===== src/rtl/knight_scan_sequencer.sv =====
// rtl/knight_scan_sequencer.sv - steps the knight scanner through all directions and accumulates target/capture masks
module knight_scan_sequencer #(
  parameter int SCAN_LATENCY = 1,
  parameter int NUM_DIRS     = 8
) (
  input  logic         clk,
  input  logic         rst,
  input  logic         start,
  input  logic [5:0]   position,
  input  logic [255:0] board,
  input  logic         mover_color,
  output logic         busy,
  output logic         done,
  output logic [63:0]  target_mask,
  output logic [63:0]  capture_mask,
  output logic [3:0]   target_count,
  output logic [255:0] scan_board,
  output logic [5:0]   scan_position,
  output logic [2:0]   scan_direction,
  input  logic [5:0]   scan_near_pos,
  input  logic [2:0]   scan_near_piece
);

  typedef enum logic [2:0] {IDLE, ISSUE, WAIT, CAPTURE, FINISH} state_t;

  localparam logic [2:0] LAST_DIR  = 3'(NUM_DIRS - 1);
  // Only meaningful when SCAN_LATENCY > 1; the WAIT state is bypassed otherwise.
  localparam logic [1:0] WAIT_LAST = 2'(SCAN_LATENCY - 2);

  state_t     state, state_next;
  logic [2:0] dir;
  logic [1:0] wait_cnt;
  logic       color;
  logic       off_board;
  logic       hit_empty;
  logic       hit_enemy;

  assign scan_direction = dir;

  // Colour comes from the latched snapshot so live board edits cannot leak into a scan.
  always_comb begin
    off_board = (scan_near_pos == scan_position);
    hit_empty = (scan_near_piece == 3'd0);
    hit_enemy = (scan_board[{scan_near_pos, 2'b11}] != color);
  end

  always_comb begin
    state_next = state;
    busy       = 1'b0;
    done       = 1'b0;
    case (state)
      IDLE: begin
        if (start) state_next = ISSUE;
      end
      ISSUE: begin
        busy       = 1'b1;
        state_next = (SCAN_LATENCY > 1) ? WAIT : CAPTURE;
      end
      WAIT: begin
        busy = 1'b1;
        if (wait_cnt == WAIT_LAST) state_next = CAPTURE;
      end
      CAPTURE: begin
        busy       = 1'b1;
        state_next = (dir == LAST_DIR) ? FINISH : ISSUE;
      end
      FINISH: begin
        done       = 1'b1;
        state_next = IDLE;
      end
      default: state_next = IDLE;
    endcase
  end

  always_ff @(posedge clk) begin
    if (rst) begin
      state         <= IDLE;
      dir           <= 3'd0;
      wait_cnt      <= 2'd0;
      color         <= 1'b0;
      scan_position <= 6'd0;
      scan_board    <= '0;
      target_mask   <= '0;
      capture_mask  <= '0;
      target_count  <= 4'd0;
    end else begin
      state <= state_next;
      case (state)
        IDLE: begin
          if (start) begin
            scan_position <= position;
            scan_board    <= board;
            color         <= mover_color;
            target_mask   <= '0;
            capture_mask  <= '0;
            target_count  <= 4'd0;
            dir           <= 3'd0;
          end
        end
        ISSUE: wait_cnt <= 2'd0;
        WAIT:  wait_cnt <= wait_cnt + 2'd1;
        CAPTURE: begin
          if (!off_board && (hit_empty || hit_enemy)) begin
            target_mask[scan_near_pos] <= 1'b1;
            target_count               <= target_count + 4'd1;
            if (!hit_empty) capture_mask[scan_near_pos] <= 1'b1;
          end
          if (dir != LAST_DIR) dir <= dir + 3'd1;
        end
        default: ;
      endcase
    end
  end

endmodule

===== config.mk =====
export PLATFORM = sky130hd
export DESIGN_NAME = knight_scan_sequencer
export DESIGN_NICKNAME = d
export VERILOG_FILES = /design/src/rtl/knight_scan_sequencer.sv
export SDC_FILE = /design/constraint.sdc
export NUM_CORES = 1
export LEC_CHECK = 0
export ABC_AREA = 1
export BUFFER_PORTS_ARGS = -buffer_cell sky130_fd_sc_hd__buf_2
export CAP_MARGIN = 25
export CORE_AREA = 2 2 260 262
export DETAILED_ROUTE_END_ITERATION = 8
export DIE_AREA = 0 0 262 264
export PLACE_DENSITY = 0.44
export SLEW_MARGIN = 20
export SYNTH_ARGS = -nofsm -noshare
export SYNTH_HDL_FRONTEND = slang
export SYNTH_SLANG_ARGS = --single-unit

===== constraint.sdc =====
create_clock -name clk -period 2.5 [get_ports clk]
set_clock_uncertainty 0.1 [all_clocks]
set_input_delay 0.125 -clock clk [delete_from_list [all_inputs] [get_ports clk]]
set_output_delay 0.125 -clock clk [all_outputs]
set_load 0.01 [all_outputs]

==> impl_metrics.tcl, run 1 <==
set metrics [dict create \
    status "completed" \
    num_vias 17300 \
    hold_viol 0 \
    drtIter0Drc 1011 \
    cp-end-kind "flip-flop" \
    ys_warn_count 0 \
    grt_pass1_wl_um 99900 \
    hp-class "in -> reg" \
    timing.rr.end "scan_board[6]" \
    ys_ff_latch 403 \
    worst_ep_arrival_time_ns 2.71 \
    die-area_mm2 0.0692 \
    core_area_mm2 0.0666 \
    cp_cell_sequence "nor2_1 > inv_1 > nor2_4 > buf_8 > buf_16 > nand3_1 > dlygate4sd3_1 > a21oi_1" \
    postSynthAreaPerCell_um2 7.64 \
    min_from "scan_near_pos[1]" \
    area_growth_syn_to_layout_pct 56.1 \
    ir_worst_vdd_mv 0.400 \
    die_w_um 262 \
    use_met2_pct 31.5 \
    drc 0 \
    syn_nets 2314 \
    power.total_mw 16.6 \
    start_util_pct 23.4 \
    synth_top_area_share_pct 51.9 \
    reg2reg_from "state[0]" \
    htreeDepth 2 \
    vias_per_cell 4.49 \
    cts_buffers 47 \
    cts_tree "yes" \
    post_synth_num_cell_types 36 \
    whs_ns 0.256 \
    die_y_um 264 \
    nNetsFinal 3213 \
    timing.final.crit_period_ns 2.31 \
    ant_nets 0 \
    grt_max_degree 178 \
    ff2ff_path_depth 8 \
    root_buffer "clkbuf_16" \
    p_per_area_mw_per_mm2 686 \
    num_rows 95 \
    worstHoldEndpoint "target_count[3]" \
    clockBufferDepth 3 \
    dp_hpwl_um 47400 \
    wl_per_cell_um 17.4 \
    max-cap-violations 0 \
    wirelength_um 66900 \
    synthTopCellsByArea "dfxtp_1 (52%), a21oi_1 (12%), nand3_1 (9.6%), nand2_1 (8.5%), inv_1 (5.2%)" \
    yosysTopAreaCell "dfxtp_1" \
    drt-pass1-iter-count 6 \
    ys_seq_area_share_pct 51.9 \
    crit_path_max_incr_delay_ns 0.58 \
    grt_pass1_vias 17200 \
    drive_gt1_share_pct 28.4 \
    grt-busiest-layer "met2" \
    antenna_found_initial 6 \
    gr-total-overflow 0 \
    met3_usage_pct 4.90 \
    crit_start "state[0]" \
    r2r_slack_ns 0.19 \
    timing.fmax_mhz 432 \
    finalSetupViolations 0 \
    worstPathRequired_ns 2.90 \
    slowest_stage "dlygate4sd3_1" \
    clkTransAtPathRegs_ns 0.06 \
    slew_viol_final 0 \
    slew_headroom_pct 42.0 \
    timing_worst_setup_path_type "reg -> reg" \
    period_share_pct 92.6 \
    cp-start-kind "flip-flop" \
    worstHoldPathCells 6 \
    io_pins 674 \
    grt.met1_usage_pct 21.4 \
    numClockSinks 403 \
    clkLatencyLatePin_ns 0.57 \
    syn_area_mm2 0.0156 \
    synthCells 2035 \
    path_max_fanout 62 \
    place.port_buffers 673 \
    gp_congestion 0.858 \
    power.leakage_nw 10.6 \
    grt.total_usage_pct 18.3 \
    worstMarginPinSlew_ns 0.870 \
]
-- critical path: cells and delay by family, from the launching register on --
kind,cells,cell delay (ns)
AND/OR/NAND/NOR,3,0.40
buffers and inverters,4,1.21
AO/OA/AOI/OAI,1,0.15
flip-flops,1,0.32
-- layout by cell type, fill, tap and decap left out, types with 2 or more instances in the layout --
cell type,count
a21oi_1,378
a21oi_2,20
buf_12,12
buf_16,2
buf_2,671
buf_4,26
buf_6,2
bufinv_16,2
clkbuf_1,15
clkbuf_16,48
clkbuf_8,10
clkinv_2,5
dfxtp_1,403
diode_2,4
dlygate4sd3_1,287
ha_1,4
inv_1,211
inv_2,6
inv_6,2
nand2_1,351
nand2_2,22
nand2_4,2
nand3_1,298
nand4_1,3
nor2_1,78
nor2_2,2
nor2_4,4
nor3_1,10
o21ai_0,70
o21ai_1,5
xnor2_1,3
xor2_1,2
-- report_power, final --
group          total, mW  leakage, nW  internal (mW)  switching, mW
Combinational       2.95         6.58           1.18           1.76
Sequential          6.99         3.29           6.79          0.196
Clock               6.72        0.726           3.96           2.76
-- logic make-up (layout without fill, tap and decap cells) --
kind of cell,Yosys count,after routing,share of synthesized area [%]
compound gates,478,478,15.9
xor+xnor,5,5,0.282
fa+ha+maj,4,4,0.322
buf+inv,369,1301,9.62
flops,403,403,51.9
other cells,0,4,0
simple gates,776,776,22.0
-- synthesized netlist by cell type --
| master | number |
|---|---|
| nor4_1 | 1 |
| a21oi_1 | 378 |
| o221ai_1 | 1 |
| buf_12 | 1 |
| clkbuf_2 | 1 |
| ha_1 | 4 |
| nand3b_1 | 1 |
| o21ai_1 | 6 |
| nor2_1 | 80 |
| buf_1 | 5 |
| nand2_1 | 354 |
| inv_1 | 214 |
| clkbuf_1 | 125 |
| nand3_1 | 298 |
| buf_6 | 5 |
| nor2_4 | 3 |
| buf_4 | 7 |
| nand3_2 | 1 |
| a31oi_1 | 1 |
| buf_8 | 2 |
| nand4_1 | 3 |
| xor2_1 | 2 |
| nand3_4 | 1 |
| a21oi_2 | 20 |
| o211ai_1 | 1 |
| nand2_4 | 1 |
| or3_1 | 1 |
| buf_2 | 6 |
| xnor2_1 | 3 |
| o21ai_0 | 70 |
| nand2_2 | 21 |
| nor3_1 | 10 |
| inv_2 | 3 |
| o211a_1 | 1 |
| dfxtp_1 | 403 |
| nor2_2 | 1 |
-- metrics by stage --
stage / setup slack [ns] / TNS, ns / utilization (%) / instances / instance area, um^2
after CTS: 0.0169 / 0 / 36.3 / 3836 / 24200
after detailed placement: 0.113 / 0 / 29.8 / 3467 / 19800
after floorplan: 0.560 / 0 / - / 2035 / 15600
after global placement: 0.167 / 0 / 29.8 / 3467 / 19800
final: 0.186 / 0 / 36.5 / 3844 / 24300
after global routing: -0.00297 / -0.00297 / 36.5 / 3844 / 24300
-- sequential cells by signal, indices dropped and copies added (netlist names) --
| register | cells |
|---|---|
| capture_mask | 64 |
| color | 1 |
| scan_board | 256 |
| scan_direction | 3 |
| scan_position | 6 |
| state | 3 |
| target_count | 4 |
| target_mask | 64 |
| wait_cnt | 2 |
-- layout make-up --
type	instances	area, um^2
diodes	4	10.0
clock buffers	72	1370
clock inverters	10	110
fillers	7081	42300
inverters	217	815
multi-input cells	1263	6030
flip-flops and latches	403	8070
well taps	873	1090
repair buffers	1002	6780
-- what timing repair did --
action / CTS / global route
gates resized for setup: 0 / 10
setup buffers: 0 / 3
setup endpoints to repair: 0 / 69
hold endpoints to repair: 273 / 0
hold buffers: 287 / 0
-- how the worst max path moves through the flow --
stage                       end  slack, ns
2_1_floorplan   target_mask[47]       0.56
3_3_place_gp    capture_mask[1]       0.17
3_5_place_dp   capture_mask[59]       0.11
4_1_cts          scan_board[92]       0.02
5_1_grt         target_count[0]     -0.003
6_report          scan_board[6]       0.19
-- routing by layer --
metal  wire length [um]  vias to the layer above
met4               2720                        2
met2              32100                      637
met5                 13                        -
met1              26900                     8063
met3               5170                      130
li1                   -                     8432
Power figures use the tool's default switching activity.
==> run 2, diff against run 1 <==
- MAX_ROUTING_LAYER: default -> met4
==> impl_metrics.tcl, run 2 (synthesis results as in run 1) <==
set metrics [dict create \
    clockBufferDepth 3 \
    die_y_um 264 \
    num_vias 17300 \
    worst_ep_arrival_time_ns 2.69 \
    cts_buffers 47 \
    numPlacedInstances 3467 \
    clkTransAtPathRegs_ns 0.06 \
    power.leakage_nw 10.6 \
    root_buffer "clkbuf_16" \
    start_util_pct 23.4 \
    path_max_fanout 62 \
    period_share_pct 91.6 \
    final_common_cell "buf_2" \
    cts_tree "yes" \
    hp-class "in -> reg" \
    register_area_mm2 0.00807 \
    fin_cells 3848 \
    gp_congestion 0.872 \
    p_per_area_mw_per_mm2 685 \
    reg_top3 "scan_board (256), capture_mask (64), target_mask (64)" \
    worstPathRequired_ns 2.90 \
    numClockSinks 403 \
    timing.final.crit_period_ns 2.29 \
    utilization_pct 36.5 \
    dp_hpwl_um 47400 \
    multi_input_area_mm2 0.00603 \
    die-area_mm2 0.0692 \
    ant_nets 0 \
    cp-end-kind "flip-flop" \
    worstMarginPinSlew_ns 0.891 \
    ir_worst_vdd_mv 0.400 \
    gr-total-overflow 0 \
    drtIter0Drc 984 \
    hold_viol 0 \
    drive_gt1_share_pct 28.4 \
    final_cell_mix "buf_2 (671), dfxtp_1 (403), a21oi_1 (378), nand2_1 (351), nand3_1 (298)" \
    timing.fmax_mhz 437 \
    vias_per_cell 4.50 \
    nNetsFinal 3213 \
    grt_pass1_vias 17200 \
    die_w_um 262 \
    largest_register_ffs 256 \
    htreeDepth 2 \
    drc 0 \
    grt.total_usage_pct 18.9 \
    wirelength_um 66800 \
    top_register "scan_board" \
    grt_max_degree 178 \
    timing_worst_setup_path_type "reg -> reg" \
    clkLatencyLatePin_ns 0.57 \
    finalSetupViolations 0 \
    core_area_mm2 0.0666 \
    wl_per_cell_um 17.4 \
    cp-start-kind "flip-flop" \
    slew_headroom_pct 40.6 \
    slew_viol_final 0 \
    antenna_found_initial 9 \
    status "completed" \
    max-cap-violations 0 \
    grt_pass1_wl_um 99800 \
    area_growth_syn_to_layout_pct 56.1 \
    fillers 7081 \
    num_rows 95 \
    io_pins 674 \
    drt-pass1-iter-count 7 \
    place.port_buffers 673 \
]
==> run 2: cell count changes in the layout (fill, tap and decap cells not counted), sizes merged <==
cell,before,now
diode,4,8
==> run 2: metrics by stage <==
stage               setup slack [ns]  hold WS (ns)  setup TNS (ns)  instance area (um^2)  total power, mW
finish                         0.209         0.257               0                 24300             16.6
global route                -0.00300         0.253        -0.00300                 24300             17.4
CTS                           0.0169         0.190               0                 24200             16.8
detailed placement             0.113         0.303               0                 19800             9.65
global placement               0.167         0.297               0                 19800             9.62
floorplan                      0.560         0.193               0                 15600             8.47
==> run 2: layout make-up <==
type                            instances  share of cell area (%)
Antenna cell                            8                  0.0824
Clock buffer                           72                    5.64
Clock inverter                         10                   0.453
Inverter                              217                    3.35
Multi-Input combinational cell       1263                    24.8
Sequential cell                       403                    33.2
Tap cell                              873                    4.50
Timing Repair Buffer                 1002                    27.9
==> run 2: timing repair <==
| item | in CTS | in global routing |
|---|---|---|
| setup buffers | 0 | 3 |
| setup endpoints to repair | 0 | 68 |
| hold buffers | 287 | 0 |
| hold endpoints to repair | 273 | 0 |
| gates resized for setup | 0 | 10 |
==> run 2: path summary, 6_finish.rpt <==
path | from | to | slack, ns | cells past startpoint
setup / recovery | state[0] | scan_board[6] | 0.21 | 8
hold / removal | scan_near_pos[4] | target_count[3] | 0.26 | 7
setup reg to reg | state[0] | scan_board[6] | 0.21 | 8
hold reg to reg | target_mask[12] | target_mask[12] | 0.35 | 2
==> run 2: critical path, stage by stage (launching register included) <==
cell	delay [ns]
dfxtp_1	0.32
nor2_1	0.13
inv_1	0.11
nor2_4	0.15
buf_8	0.25
buf_16	0.28
nand3_1	0.12
dlygate4sd3_1	0.58
a21oi_1	0.15
==> run 2: metal layers <==
metal  global-route usage [%]  share of wire (%)  vias to the layer above
li1                         -                  -                     8443
met4                     7.48                4.0                        0
met2                     31.6                 48                      629
met3                     4.82                7.5                      131
met1                     21.4                 40                     8106
met5                        -                  0                        -
==> run 2: report_power, final <==
part / switching (mW) / internal [mW]
sequential: 0.197 / 6.79
clock: 2.76 / 3.96
combinational: 1.75 / 1.18
==> run 3, diff against run 2 <==
- CORE_AREA: 2 2 260 262 -> 2 2 261 263
- DIE_AREA: 0 0 262 264 -> 0 0 263 265
==> impl_metrics.tcl, run 3 (synthesis results as in run 1) <==
set metrics [dict create \
    status "completed" \
    postLayoutCellArea_mm2 0.0243 \
    num_rows 95 \
    gr-total-overflow 0 \
    ant_nets 0 \
    timing.fmax_mhz 437 \
    grt_pass1_vias 17200 \
    fillers 7083 \
    p_per_area_mw_per_mm2 713 \
    clockBufferDepth 3 \
    register_area_mm2 0.00807 \
    area_growth_syn_to_layout_pct 56.1 \
    crit_buf_inv 3 \
    hold_viol 0 \
    finalSetupTns_ns 0 \
    cp_cell_sequence "nor2_1 > inv_1 > nor2_4 > nand2_4 > buf_12 > o21ai_0 > a21oi_1 > dlygate4sd3_1" \
    clkLatencyLatePin_ns 0.57 \
    htreeDepth 2 \
    cts_setup_buffers 0 \
    ir_worst_vdd_mv 0.423 \
    timing.final.crit_period_ns 2.29 \
    grt_max_degree 174 \
    max-cap-violations 0 \
    place.port_buffers 673 \
    slowest_stage "dlygate4sd3_1" \
    core_area_mm2 0.0668 \
    die_w_um 263 \
    largest_register_ffs 256 \
    num_vias 17200 \
    multi_input_area_mm2 0.00602 \
    clkTransAtPathRegs_ns 0.07 \
    nNetsFinal 3193 \
    hp-class "in -> reg" \
    crit_path_max_incr_delay_ns 0.56 \
    antenna_found_initial 9 \
    final_cell_mix "buf_2 (671), dfxtp_1 (403), a21oi_1 (378), nand2_1 (351), nand3_1 (298)" \
    drt-pass1-iter-count 5 \
    rsz0062_at_grt "no" \
    die_y_um 265 \
    vias_per_cell 4.48 \
    cts_tree "yes" \
    wl_per_cell_um 17.3 \
    period_share_pct 91.6 \
    numClockSinks 403 \
    cp-end-kind "flip-flop" \
    die-area_mm2 0.0697 \
    final_common_cell "buf_2" \
    io_pins 674 \
    dp_hpwl_um 46900 \
    worstMarginPinSlew_ns 0.929 \
    timing_worst_setup_path_type "reg -> reg" \
    slew_headroom_pct 38.1 \
    reg_top3 "scan_board (256), capture_mask (64), target_mask (64)" \
    gp_congestion 0.861 \
    grt_pass1_wl_um 101000 \
    whs_ns 0.193 \
    wirelength_um 66400 \
    cp-start-kind "flip-flop" \
    power.leakage_nw 10.6 \
    path_delay_family "buffers and inverters" \
    worstPathRequired_ns 2.87 \
    dpl_cell_area_mm2 0.0199 \
    slew_viol_final 0 \
    finalSetupViolations 0 \
    drc 0 \
    root_buffer "clkbuf_16" \
    top_register "scan_board" \
    drtIter0Drc 1008 \
    grt.total_usage_pct 18.8 \
    cts_buffers 48 \
    start_util_pct 23.3 \
    worst_ep_arrival_time_ns 2.66 \
    path_max_fanout 45 \
    drive_gt1_share_pct 28.7 \
]
run 3: final timing paths:
check / start / end / slack, ns / cells past startpoint
min: scan_near_pos[4] / target_mask[46] / 0.19 / 6
max: state[0] / scan_position[0] / 0.21 / 8
min reg2reg: capture_mask[59] / capture_mask[59] / 0.34 / 2
max reg2reg: state[0] / scan_position[0] / 0.21 / 8
run 3: per-stage QoR:
step	instances	util (%)	setup slack, ns	power, mW
after floorplan	2035	-	0.560	8.47
after global placement	3467	29.7	0.0780	9.63
after detailed placement	3467	29.7	0.0675	9.65
after CTS	3824	36.3	0.164	17.6
after global routing	3833	36.4	0.0183	18.1
final	3833	36.4	0.210	17.3
run 3: area by class of cell:
cell class	instances	area share, %
Sequential cell	403	33.2
Timing Repair Buffer	981	27.1
Multi-Input combinational cell	1263	24.8
Clock buffer	63	5.64
Tap cell	873	4.50
Inverter	217	3.35
Clock inverter	24	1.28
Antenna cell	9	0.0927
run 3: routing by layer:
layer / vias to the layer above / track usage [%] / routed length (um)
met5: - / - / 0
met4: 0 / 7.04 / 2380
met3: 120 / 4.73 / 4880
met2: 649 / 31.2 / 31700
met1: 8001 / 22.0 / 27500
li1: 8414 / - / -
run 3: repair_timing:
action	in CTS	in global routing
gates resized for setup	0	2
endpoints found under the setup margin	0	5
hold buffers	270	0
hold endpoints to repair	264	0
run 3: worst reg2reg max path, stage by stage (launching register included):
cell and delay [ns]:
dfxtp_1 0.32, nor2_1 0.15, inv_1 0.11, nor2_4 0.19, nand2_4 0.22, buf_12 0.26
o21ai_0 0.23, a21oi_1 0.06, dlygate4sd3_1 0.56
run 3: power by group:
group | switching [mW] | internal [mW] | total [mW]
registers | 0.192 | 6.79 | 6.98
logic | 1.72 | 1.15 | 2.87
clock network | 2.89 | 4.57 | 7.46
